File: config.mk
export PLATFORM = sky130hd
export DESIGN_NAME = fan_link_tx
export DESIGN_NICKNAME = d
export VERILOG_FILES = /design/src/rtl/fan_link_tx.sv
export SDC_FILE = /design/constraint.sdc
export NUM_CORES = 1
export LEC_CHECK = 0
export ABC_AREA = 0
export CAP_MARGIN = 20
export CORE_ASPECT_RATIO = 0.9
export CORE_UTILIZATION = 45
export CTS_CLUSTER_DIAMETER = 150
export DETAILED_ROUTE_END_ITERATION = 10
export HOLD_SLACK_MARGIN = 0.03
export PLACE_DENSITY = 0.89
export REMOVE_ABC_BUFFERS = 1
export SLEW_MARGIN = 20
export SYNTH_ARGS = -nofsm -noshare
export SYNTH_HDL_FRONTEND = slang
export SYNTH_SLANG_ARGS = --single-unit
File: constraint.sdc
create_clock -name clk_i -period 4.35 [get_ports clk_i]
set_clock_uncertainty 0.05 [all_clocks]
set_input_delay 0.87 -clock clk_i [delete_from_list [all_inputs] [get_ports clk_i]]
set_output_delay 0.87 -clock clk_i [all_outputs]
set_load 0.005 [all_outputs]
File: src/rtl/fan_link_tx.sv
// fan_link_tx: round-robin setpoint/ADC request arbiter driving a strobed parallel load bus.
// Ports: clk_i/rstn_i (async active-low reset), enable_i gates new frames;
// set_*/adc_* are valid/ready request channels; data_o/config_o carry the
// frame (config 1 = setpoint), strobe_o is the data-valid strobe, busy_o is
// high while a frame runs, frame_done_o pulses once as a frame completes.
module fan_link_tx #(
  parameter int DATA_BITWIDTH = 8,
  parameter int SETUP_CYCLES = 2,
  parameter int STROBE_CYCLES = 4,
  parameter int HOLD_CYCLES = 2
) (
  input  logic                     clk_i,
  input  logic                     rstn_i,
  input  logic                     enable_i,
  input  logic [DATA_BITWIDTH-1:0] set_value_i,
  input  logic                     set_valid_i,
  output logic                     set_ready_o,
  input  logic [DATA_BITWIDTH-1:0] adc_value_i,
  input  logic                     adc_valid_i,
  output logic                     adc_ready_o,
  output logic [DATA_BITWIDTH-1:0] data_o,
  output logic                     config_o,
  output logic                     strobe_o,
  output logic                     busy_o,
  output logic                     frame_done_o
);
  typedef enum logic [1:0] {IDLE, SETUP, STROBE, HOLD} state_t;
  state_t state, next_state;
  logic [3:0] phase;
  logic phase_end, last_set, set_xfer, adc_xfer;
  assign set_xfer = set_valid_i && set_ready_o;
  assign adc_xfer = adc_valid_i && adc_ready_o;
  assign phase_end = state == SETUP  ? phase == 4'(SETUP_CYCLES - 1) :
                     state == STROBE ? phase == 4'(STROBE_CYCLES - 1) :
                                       phase == 4'(HOLD_CYCLES - 1);
  always_ff @(posedge clk_i or negedge rstn_i)
    if (!rstn_i) state <= IDLE;
    else state <= next_state;
  always_comb
    next_state = state == IDLE   ? ((set_xfer || adc_xfer) ? SETUP : IDLE) :
                 !phase_end      ? state :
                 state == SETUP  ? STROBE :
                 state == STROBE ? HOLD : IDLE;
  // Readys are gated by rstn_i so nothing is offered while reset is held.
  always_comb begin
    set_ready_o = rstn_i && state == IDLE && enable_i && (!adc_valid_i || !last_set);
    adc_ready_o = rstn_i && state == IDLE && enable_i && (!set_valid_i || last_set);
    busy_o = state != IDLE;
  end
  // Strobe and done are registered from next_state so they align with the state.
  always_ff @(posedge clk_i or negedge rstn_i)
    if (!rstn_i) begin
      phase <= '0;
      data_o <= '0;
      config_o <= 1'b0;
      last_set <= 1'b0;
      strobe_o <= 1'b0;
      frame_done_o <= 1'b0;
    end else begin
      phase <= (next_state != state || state == IDLE) ? 4'd0 : phase + 4'd1;
      if (set_xfer || adc_xfer) begin
        data_o <= set_xfer ? set_value_i : adc_value_i;
        config_o <= set_xfer;
        last_set <= set_xfer;
      end
      strobe_o <= next_state == STROBE;
      frame_done_o <= state == HOLD && next_state == IDLE;
    end
endmodule

Yosys cells after proc, flatten, opt, wreduce, memory -nomap -nowiden
Index checks and enable logic that the tools add are counted.
{ "classes": {"n_addsub": 1, "n_eq_ne": 7, "n_mux": 9, "n_reduce_logical": 17} }
{ "op_table": {"columns": ["operator", "count"], "rows": [
  ["two-way mux 2 bit", 4],
  ["two-way mux 8 bit", 1],
  ["logical AND 1 bit", 7],
  ["== test 2 bit (second input constant)", 3],
  ["adder 4 x 1 -> 4 bit (second input constant)", 1],
  ["== test 4 x 1 -> 1 bit (second input constant)", 1],
  ["== test 4 x 2 -> 1 bit (second input constant)", 1],
  ["zero test 2 bit", 2],
  ["logical OR 1 bit", 4],
  ["two-way mux 4 bit", 1],
  ["zero test 1 bit", 3],
  ["two-way mux 1 bit", 3],
  ["== test 2 x 1 -> 1 bit (second input constant)", 1],
  ["inequality test 2 bit", 1],
  ["nonzero test 2 bit", 1]
]} }
{ "totals": {"reg_bits": 17, "inputBits": 21, "elab_cells": 40} }

Depth between registers and ports, before layout
Gate-level depths: netlist of run 1.
{ "depth": {"ltp_word": 11, "mapped_depth": 8, "ltp_nobuf": 7} }

Least setup slack after synthesis of run 1
Ideal clock, no wire load.
{ "synth_timing": {"path_kind": "input to output", "from": "input set_valid_i", "to": "output adc_ready_o", "t_arrival_ns": 1.250, "required_time_ns": 3.430, "path_slack_ns": 2.180, "cell_stages": 2, "path_cell_list": "clkbuf_1 a21oi_1"} }
{ "synth_via": {"elab_chain_cells": 3} }
{ "synth_lines": {"columns": ["item", "line_no", "rtl"], "rows": [
  ["from (decl)", "16", "input logic set_valid_i,"],
  ["zero test 1 bit", "47", "adc_ready_o = rstn_i && state == IDLE && enable_i && (!set_valid_i || last_set);"],
  ["logical OR 1 bit", "47", null],
  ["logical AND 1 bit", "47", null],
  ["to (decl)", "20", "output logic adc_ready_o,"]
]} }
Every way passes these cells.

Final worst setup path of run 1
{ "layout_timing": {"from": "input rstn_i", "to": "output set_ready_o"} }
{ "layout_via": {"elab_chain_cells": 3} }
{ "layout_lines": {"columns": ["item", "line_no", "rtl"], "rows": [
  ["from (decl)", "13", "input logic rstn_i,"],
  ["logical AND 1 bit (3 in series)", "46", "set_ready_o = rstn_i && state == IDLE && enable_i && (!adc_valid_i || !last_set);"],
  ["to (decl)", "17", "output logic set_ready_o,"]
]} }
Every way passes these cells.

==> run_results.csv, run 1 <==
group,metric,value,unit
status,status,"finished, final reports clean",
place,place_area,1310,um2
grt,grt_pass1_vias,768,
timing,setup_viol,0,
routing,num_vias,806,
timing,hold_viol,0,
place,io_buffers,34,
critical_path,cp.arrival,2.34,ns
clock_tree,cts_resized,0,
timing,tns,0,ns
yosys,avgSynthCellArea,9.89,um2
critical_path,crit_required,3.43,ns
clock_tree,cts_max_level,1,
grt,grt_usage,20.0,%
clock_tree,cts_max_path_buffers,2,
critical_path,timing.rr.end,"data_o[2]",
timing,fin_crit_sh,74.8,%
floorplan,start_util,48.6,%
timing,finalCriticalPeriod,3.26,ns
layout,fin_util,69.0,%
timing,slew_headroom,71.1,%
clock_tree,numCtsBuffers,3,
routing,drc,0,
floorplan,core.rowCount,15,
yosys,syn_area,940,um2
timing,setup_ws,1.09,ns
floorplan,core_area,1930,um2
layout,syn_to_final_growth,41.9,%
routing,vias_per_cell,5.17,
yosys,synth_top_area_share,45.3,%
critical_path,endpoint_kind,"output pin",
grt,grt-ovfl-total,0,
critical_path,r2r_cells,7,
routing,drtPass1Iterations,5,
pwr,power.total,0.000397,W
pwr,ir_drop,0.000229,V
floorplan,die_h,45.4,um
critical_path,r2r_slack,2.35,ns
routing,wl_met2,931,um
clock_tree,cts.sinks,17,
clock_tree,cts_hold_buf,0,
yosys,yosys_register_bits,17,
routing,wl_met1,853,um
pwr,power_per_cell_area,298,nW/um2
grt,grt_pass1_wl,3.31,mm
worst_hold_path,hold_path.class,"reg2reg",
yosys,ys_seq_area_share,45.3,%
yosys,synthTopCellsByArea,"dfrtp_1 (45%), nand3_1 (14%), ha_1 (9.3%)",
floorplan,die_area,2270,um2
critical_path,cp_max_fo,10,
layout,drive_gt1_share,11.5,%
clock_tree,cts_tree,"built",
timing,rsz0062_at_grt,"no",
pwr,p_leak,0.580,nW
routing,ant_nets,0,
yosys,yosysWarnings,0,
routing,dr.first_iter.drc_count,10,
routing,routed_wl,1.93,mm
layout,nets,160,
job,drv_cap,0,
timing,worst_pin_slew,0.432,ns
worst_hold_path,min_to,"data_o[6]",
place,post-dp-hpwl,1.54,mm
clock_tree,clkLatencyLatePin,0.28,ns
timing,maxSlewViolCount,0,
clock_tree,clockRootBuffer,"clkbuf_4",
yosys,synth_cell_types,25,
critical_path,crit_path_start_kind,"primary input",
floorplan,die_w,50.2,um
worst_hold_path,hold_start,"data_o[6]",
grt,grt_max_degree,18,
critical_path,r2r_start,"state[1]",
yosys,synthCells,95,
clock_tree,post-cts-setup-buffers,0,
layout,fin_area,1330,um2
timing,fmax,307,MHz
routing,dr.max_layer_used,"met4",
routing,wl_met3,115,um
place,gp_congestion,0.750,
grt,antenna_found_initial,0,
worst_hold_path,hold_depth,2,
clock_tree,cts.clk_slew.worst_paths,0.10,ns
layout,diodes,0,
floorplan,num_io_pins,35,
yosys,synth_largest_area_cell,"dfrtp_1",
critical_path,critical_path_class,"in2out",
routing,wire_per_inst,12.4,um
place,dp_worst_setup_slack,1.10,ns
## cell type report
class / count / area, um2
fillers: 151 / 599
multi-input cells: 69 / 479
flip-flops and latches: 17 / 425
repair buffers: 35 / 348
well taps: 25 / 31.3
clock buffers: 3 / 22.5
inverters: 6 / 22.5
clock inverters: 1 / 5.00
## report_power, final
group / total [W] / leakage, nW / internal, W / switching (W)
Clock: 0.0000812 / 0.0177 / 0.0000341 / 0.0000471
Combinational: 0.000121 / 0.343 / 0.0000724 / 0.0000490
Sequential: 0.000195 / 0.219 / 0.000180 / 0.0000148
Total: 0.000397 / 0.580 / 0.000286 / 0.000111
## through the flow
step,hold WS (ns),cells
3_3_place_gp,0.414,152
4_1_cts,0.439,156
5_1_grt,0.460,156
3_5_place_dp,0.416,152
6_report,0.433,156
2_1_floorplan,0.405,92
## cells in the mapped netlist
master and n:
clkbuf_1 2, buf_2 1, o21ai_0 2, mux2i_1 2, nor2b_4 1, xor2_1 1
nand3_1 26, a21o_2 1, nand2_2 1, nor2_1 6, nand3_2 1, o2111a_1 1
nor2_2 1, or2_1 1, ha_1 7, a21oi_4 1, o32a_2 1, nand2_1 9
xnor2_1 3, mux2i_2 1, nor3_4 1, dfrtp_1 17, a21oi_1 1, inv_1 6
nor4b_2 1
## placed cells by master (no fill, tap or decap), types with 2 or more instances in the layout
cell type        instances
dfrtp_1                 17
nor2_1                   6
inv_1                    6
xnor2_1                  3
o21ai_0                  2
ha_1                     7
clkbuf_4                 3
nand2_1                  9
nand3_1                 26
clkdlybuf4s50_1         34
mux2i_1                  2
## routing by layer
| metal | up-vias | GRT usage [%] |
|---|---|---|
| met5 | - | 0 |
| met2 | 29 | 34.4 |
| met4 | 0 | 10.3 |
| met1 | 375 | 23.7 |
| met3 | 4 | 4.38 |
| li1 | 398 | - |
## worst max-delay path: stages
cell,delay (ns)
clkdlybuf4s50_1,0.49
nand3_2,0.13
a21oi_4,0.28
clkdlybuf4s50_1,0.56
## worst max-delay path by stage
stage | start | endpoint | slack (ns) | cells past startpoint
floorplan | enable_i | set_ready_o | 2.21 | 2
global placement | rstn_i | set_ready_o | 1.11 | 4
detailed placement | enable_i | set_ready_o | 1.10 | 4
CTS | enable_i | set_ready_o | 1.10 | 4
global route | enable_i | set_ready_o | 1.02 | 4
finish | rstn_i | set_ready_o | 1.09 | 4
## sequential cells by signal (all words and copies together), names as in the netlist
register / cells
phase: 4
last_set: 1
strobe_o: 1
frame_done_o: 1
state: 2
data_o: 8
## kinds of logic (layout without fill, tap and decap cells)
family,count (synthesis),count (layout),share of synthesized area (%)
flip-flops,17,17,45.3
buffers and inverters,9,45,3.73
XOR/XNOR,4,4,3.73
AND/OR/NAND/NOR,48,48,27.7
AO/OA/AOI/OAI,7,7,6.66
multiplexers,3,3,3.59
adder cells (fa/ha/maj),7,7,9.32
Power figures use the tool's default switching activity.
==> run 2, diff against run 1 <==
--- a/config.mk
+++ b/config.mk
@@ -8,11 +8,11 @@
 export ABC_AREA = 0
 export CAP_MARGIN = 20
 export CORE_ASPECT_RATIO = 0.9
-export CORE_UTILIZATION = 45
+export CORE_UTILIZATION = 43
 export CTS_CLUSTER_DIAMETER = 150
 export DETAILED_ROUTE_END_ITERATION = 10
 export HOLD_SLACK_MARGIN = 0.03
-export PLACE_DENSITY = 0.89
+export PLACE_DENSITY = 0.86
 export REMOVE_ABC_BUFFERS = 1
 export SLEW_MARGIN = 20
 export SYNTH_ARGS = -nofsm -noshare
==> constraint.sdc (replaced) <==
create_clock -name clk_i -period 3.2 [get_ports clk_i]
set_clock_uncertainty 0.05 [all_clocks]
set_input_delay 0.64 -clock clk_i [delete_from_list [all_inputs] [get_ports clk_i]]
set_output_delay 0.64 -clock clk_i [all_outputs]
set_load 0.005 [all_outputs]
==> run_results.csv, run 2 (synthesized netlist as in run 1, its figures left out) <==
group,metric,value,unit
clock_tree,post-cts-setup-buffers,0,
layout,layout_common_cells,"clkdlybuf4s50_1 (34), nand3_1 (26), dfrtp_1 (17), nand2_1 (9), ha_1 (7)",
worst_hold_path,hold_start,"phase[0]",
layout,largest_reg_flops,8,
layout,syn_to_final_growth,43.4,%
layout,drive_gt1_share,12.0,%
clock_tree,cts_max_path_buffers,2,
routing,drc,0,
floorplan,die_area,2380,um2
grt,met3_usage,4.29,%
grt,use_met1,24.3,%
routing,routed_wl,2.05,mm
critical_path,cp-startpoint,"state[1]",
floorplan,core_area,1990,um2
critical_path,cp_max_fo,8,
critical_path,cp.arrival,2.09,ns
floorplan,die_h,46.4,um
critical_path,critical_path.cell_chain,"inv_1, ha_1, nand3_2, a21oi_4, clkdlybuf4s50_1",
timing,fin_crit_sh,86.8,%
grt,grt_pass1_wl,3.32,mm
critical_path,crit_required,2.51,ns
critical_path,critical_path_class,"reg2out",
timing,worst_pin_slew,0.441,ns
clock_tree,clkLatencyLatePin,0.28,ns
critical_path,r2r_slack,1.22,ns
place,post-dp-hpwl,1.56,mm
place,gp_congestion,0.746,
clock_tree,cts_hold_buf,0,
job,drv_cap,0,
layout,nets,162,
grt,grtUsageMet2,32.4,%
critical_path,r2r_start,"state[1]",
timing,hold_viol,0,
pwr,ir_drop,0.000248,V
layout,final_common_cell,"clkdlybuf4s50_1",
timing,fmax,360,MHz
grt,grt_usage,19.3,%
grt,grt_max_degree,18,
floorplan,start_util,47.2,%
critical_path,r2r_cells,8,
worst_hold_path,hold_path.class,"reg2reg",
routing,ant_nets,0,
pwr,power_per_cell_area,403,nW/um2
grt,grt_pass1_vias,783,
clock_tree,cts_resized,0,
critical_path,cp-endpoint,"set_ready_o",
critical_path,timing.rr.end,"data_o[1]",
timing,maxSlewViolCount,0,
critical_path,crit_slowest_cell,"clkdlybuf4s50_1",
pwr,power.total,0.000542,W
timing,slew_headroom,70.5,%
grt,busiest_layer,"met2",
clock_tree,cts.clk_slew.worst_paths,0.09,ns
floorplan,die_w,51.3,um
timing,rsz0062_at_grt,"no",
place,io_buffers,34,
floorplan,core.rowCount,15,
routing,wire_per_inst,12.9,um
critical_path,worst-path-buf-inv,2,
critical_path,crit_path_start_kind,"flop",
grt,grt-ovfl-total,0,
clock_tree,numCtsBuffers,3,
critical_path,max_stage_delay,0.52,ns
routing,dr.first_iter.drc_count,10,
grt,antenna_found_initial,0,
floorplan,num_io_pins,35,
layout,fillers,165,
timing,setup_viol,0,
status,status,"finished, final reports clean",
clock_tree,cts_tree,"built",
critical_path,endpoint_kind,"output pin",
routing,num_vias,804,
routing,vias_per_cell,5.09,
clock_tree,clockRootBuffer,"clkbuf_4",
timing,finalCriticalPeriod,2.78,ns
clock_tree,cts_max_level,1,
layout,fin_util,67.7,%
clock_tree,cts.sinks,17,
timing,tns,0,ns
critical_path,crit_family,"buffers and inverters",
timing,whs,0.444,ns
pwr,p_leak,0.587,nW
routing,drtPass1Iterations,4,
critical_path,path_depth,5,
layout,reg_top3,"data_o (8), phase (4), state (2)",
layout,largest-register,"data_o",
layout,diodes,0,
-- run 2: cell types whose count changed in the layout (fill, tap and decap cells not counted), sizes merged --
cell    change
clkinv      -1
buf         +2
clkbuf      +1
-- run 2: per-layer routing --
metal  part of all wire [%]  wire length [um]
met1                     45               920
met4                   0.83                17
met5                      0                 0
met3                    6.0               123
met2                     48               984
-- run 2: worst reg2reg max path, cell delays in order, from the launching register on --
cell and delay, ns:
dfrtp_1 0.46, inv_1 0.13, ha_1 0.35, nand3_2 0.19, a21oi_4 0.16, buf_4 0.18, nand2_2 0.14, nand3_1 0.12
nand3_1 0.08
-- run 2: how the worst min path moves through the flow --
stage	endpoint	slack [ns]	cells after the start
after floorplan	data_o[0]	0.29	0
after global placement	data_o[5]	0.41	2
after detailed placement	data_o[5]	0.42	2
after CTS	data_o[5]	0.45	2
after global routing	data_o[4]	0.46	2
final	phase[0]	0.44	1
-- run 2: power breakdown --
group          switching (W)  leakage, nW  internal, W
Sequential         0.0000206        0.219     0.000245
Clock              0.0000611       0.0150    0.0000483
Combinational      0.0000676        0.353     0.000100
Total               0.000149        0.587     0.000393
-- run 2: metrics by stage --
stage / worst slack (ns) / cell area, um2 / std cells
6_report: 0.424 / 1350 / 158
5_1_grt: 0.263 / 1350 / 158
4_1_cts: 0.396 / 1350 / 158
3_5_place_dp: 0.565 / 1320 / 154
3_3_place_gp: 0.598 / 1320 / 154
2_1_floorplan: 1.31 / 927 / 92
-- run 2: area by class of cell --
class	instances	area [um2]	share of cell area, %
clock buffer	4	26.3	1.95
inverter	6	22.5	1.67
multi-input combinational	69	479	35.6
sequential	17	425	31.6
tap	25	31.3	2.32
timing repair buffer	37	363	26.9
==> run 3, diff against run 2 <==
--- a/config.mk
+++ b/config.mk
@@ -10,10 +10,12 @@
 export CORE_ASPECT_RATIO = 0.9
 export CORE_UTILIZATION = 43
 export CTS_CLUSTER_DIAMETER = 150
+export CTS_CLUSTER_SIZE = 28
 export DETAILED_ROUTE_END_ITERATION = 10
 export HOLD_SLACK_MARGIN = 0.03
 export PLACE_DENSITY = 0.86
 export REMOVE_ABC_BUFFERS = 1
+export SKIP_LAST_GASP = 1
 export SLEW_MARGIN = 20
 export SYNTH_ARGS = -nofsm -noshare
 export SYNTH_HDL_FRONTEND = slang
==> constraint.sdc (replaced) <==
create_clock -name clk_i -period 2.92 [get_ports clk_i]
set_clock_uncertainty 0.05 [all_clocks]
set_input_delay 0.584 -clock clk_i [delete_from_list [all_inputs] [get_ports clk_i]]
set_output_delay 0.584 -clock clk_i [all_outputs]
set_load 0.005 [all_outputs]
==> run_results.csv, run 3 (synthesized netlist as in run 1, its figures left out) <==
group,metric,value,unit
status,status,"finished, final reports clean",
clock_tree,numCtsBuffers,3,
pwr,ir_drop,0.000308,V
timing,fin_crit_sh,87.3,%
layout,final_common_cell,"clkdlybuf4s50_1",
floorplan,num_io_pins,35,
clock_tree,cts.clk_slew.worst_paths,0.10,ns
layout,regArea,425,um2
routing,drtPass1Iterations,4,
timing,fmax,392,MHz
critical_path,cp.arrival,1.92,ns
critical_path,critical_path_class,"reg2out",
critical_path,crit_required,2.29,ns
place,io_buffers,34,
routing,num_vias,823,
layout,layout_common_cells,"clkdlybuf4s50_1 (34), nand3_1 (26), dfrtp_1 (17), nand2_1 (9), ha_1 (7)",
grt,grt_pass1_wl,3.48,mm
floorplan,start_util,47.2,%
worst_hold_path,hold_path.class,"reg2reg",
routing,dr.first_iter.drc_count,15,
critical_path,crit_path_start_kind,"flop",
floorplan,die_w,51.3,um
floorplan,core_area,1990,um2
routing,ant_nets,0,
critical_path,cp_max_fo,6,
place,gp_congestion,0.781,
timing,tns,0,ns
layout,nets,163,
layout,largest-register,"data_o",
layout,diodes,0,
clock_tree,cts_max_path_buffers,2,
place,place_inst,155,
pwr,power.total,0.000605,W
clock_tree,clkLatencyLatePin,0.29,ns
layout,fin_cells,159,
floorplan,die_h,46.4,um
routing,routed_wl,2.08,mm
timing,hold_viol,0,
clock_tree,post-cts-setup-buffers,0,
clock_tree,clockRootBuffer,"clkbuf_4",
layout,largest_reg_flops,8,
layout,syn_to_final_growth,44.2,%
routing,drc,0,
clock_tree,cts_hold_buf,0,
grt,grt_pass1_vias,777,
timing,slew_headroom,70.7,%
grt,grt_max_degree,18,
worst_hold_path,hold_depth,2,
clock_tree,cts_max_level,1,
layout,drive_gt1_share,12.7,%
grt,antenna_found_initial,0,
pwr,p_leak,0.591,nW
place,place_area,1330,um2
routing,wire_per_inst,13.1,um
layout,multiInputGateArea,479,um2
timing,finalCriticalPeriod,2.55,ns
critical_path,endpoint_kind,"output pin",
job,drv_cap,0,
timing,rsz0062_at_grt,"no",
timing,setup_viol,0,
layout,reg_top3,"data_o (8), phase (4), state (2)",
critical_path,r2r_cells,7,
pwr,power_per_cell_area,447,nW/um2
routing,vias_per_cell,5.18,
layout,fin_area,1360,um2
place,post-dp-hpwl,1.61,mm
floorplan,die_area,2380,um2
timing,worst_pin_slew,0.440,ns
floorplan,core.rowCount,15,
clock_tree,cts_tree,"built",
layout,fin_util,68.1,%
timing,maxSlewViolCount,0,
clock_tree,cts.sinks,17,
clock_tree,cts_resized,0,
grt,grt-ovfl-total,0,
layout,fillers,161,
grt,grt_usage,20.4,%
==> run 3: changes by cell type in the layout (fill, tap and decap cells not counted) <==
cell and delta:
buf_4 +1
==> run 3: area by class of cell <==
class / instances / share of cell area (%)
Clock buffer: 4 / 1.94
Timing Repair Buffer: 38 / 27.3
Inverter: 6 / 1.66
Multi-Input combinational cell: 69 / 35.4
Sequential cell: 17 / 31.4
Tap cell: 25 / 2.31
==> run 3: worst max-delay path, cell delays in order, from the launching register on <==
cell and delay (ns):
dfrtp_1 0.46, inv_1 0.14, ha_1 0.22, nand3_2 0.15, a21oi_4 0.15, clkdlybuf4s50_1 0.51
==> run 3: worst paths after layout <==
kind | startpoint | endpoint | slack, ns
max | state[1] | set_ready_o | 0.37
min | data_o[4] | data_o[4] | 0.44
max reg2reg | state[0] | strobe_o | 0.98
min reg2reg | data_o[4] | data_o[4] | 0.44
max in group asynchronous | rstn_i | phase[0] | 2.01
min in group asynchronous | rstn_i | data_o[7] | 0.62
==> run 3: through the flow <==
| stage | setup slack (ns) | hold slack [ns] |
|---|---|---|
| floorplan | 1.09 | 0.238 |
| global route | 0.237 | 0.470 |
| CTS | 0.363 | 0.446 |
| global placement | 0.435 | 0.413 |
| detailed placement | 0.419 | 0.418 |
| finish | 0.370 | 0.441 |
==> run 3: metal layers <==
layer | GRT usage, % | vias up | routed length [um]
met5 | 0 | - | 0
met4 | 6.49 | 0 | 15
met3 | 6.60 | 4 | 167
met2 | 34.2 | 35 | 1030
met1 | 25.3 | 382 | 871
li1 | - | 402 | -
==> run 3: power by group <==
group / switching (W) / internal, W / total (W) / leakage, nW
clock: 0.0000754 / 0.0000531 / 0.000129 / 0.0150
combinational: 0.0000748 / 0.000111 / 0.000186 / 0.358
sequential: 0.0000227 / 0.000268 / 0.000291 / 0.219
total: 0.000173 / 0.000432 / 0.000605 / 0.591
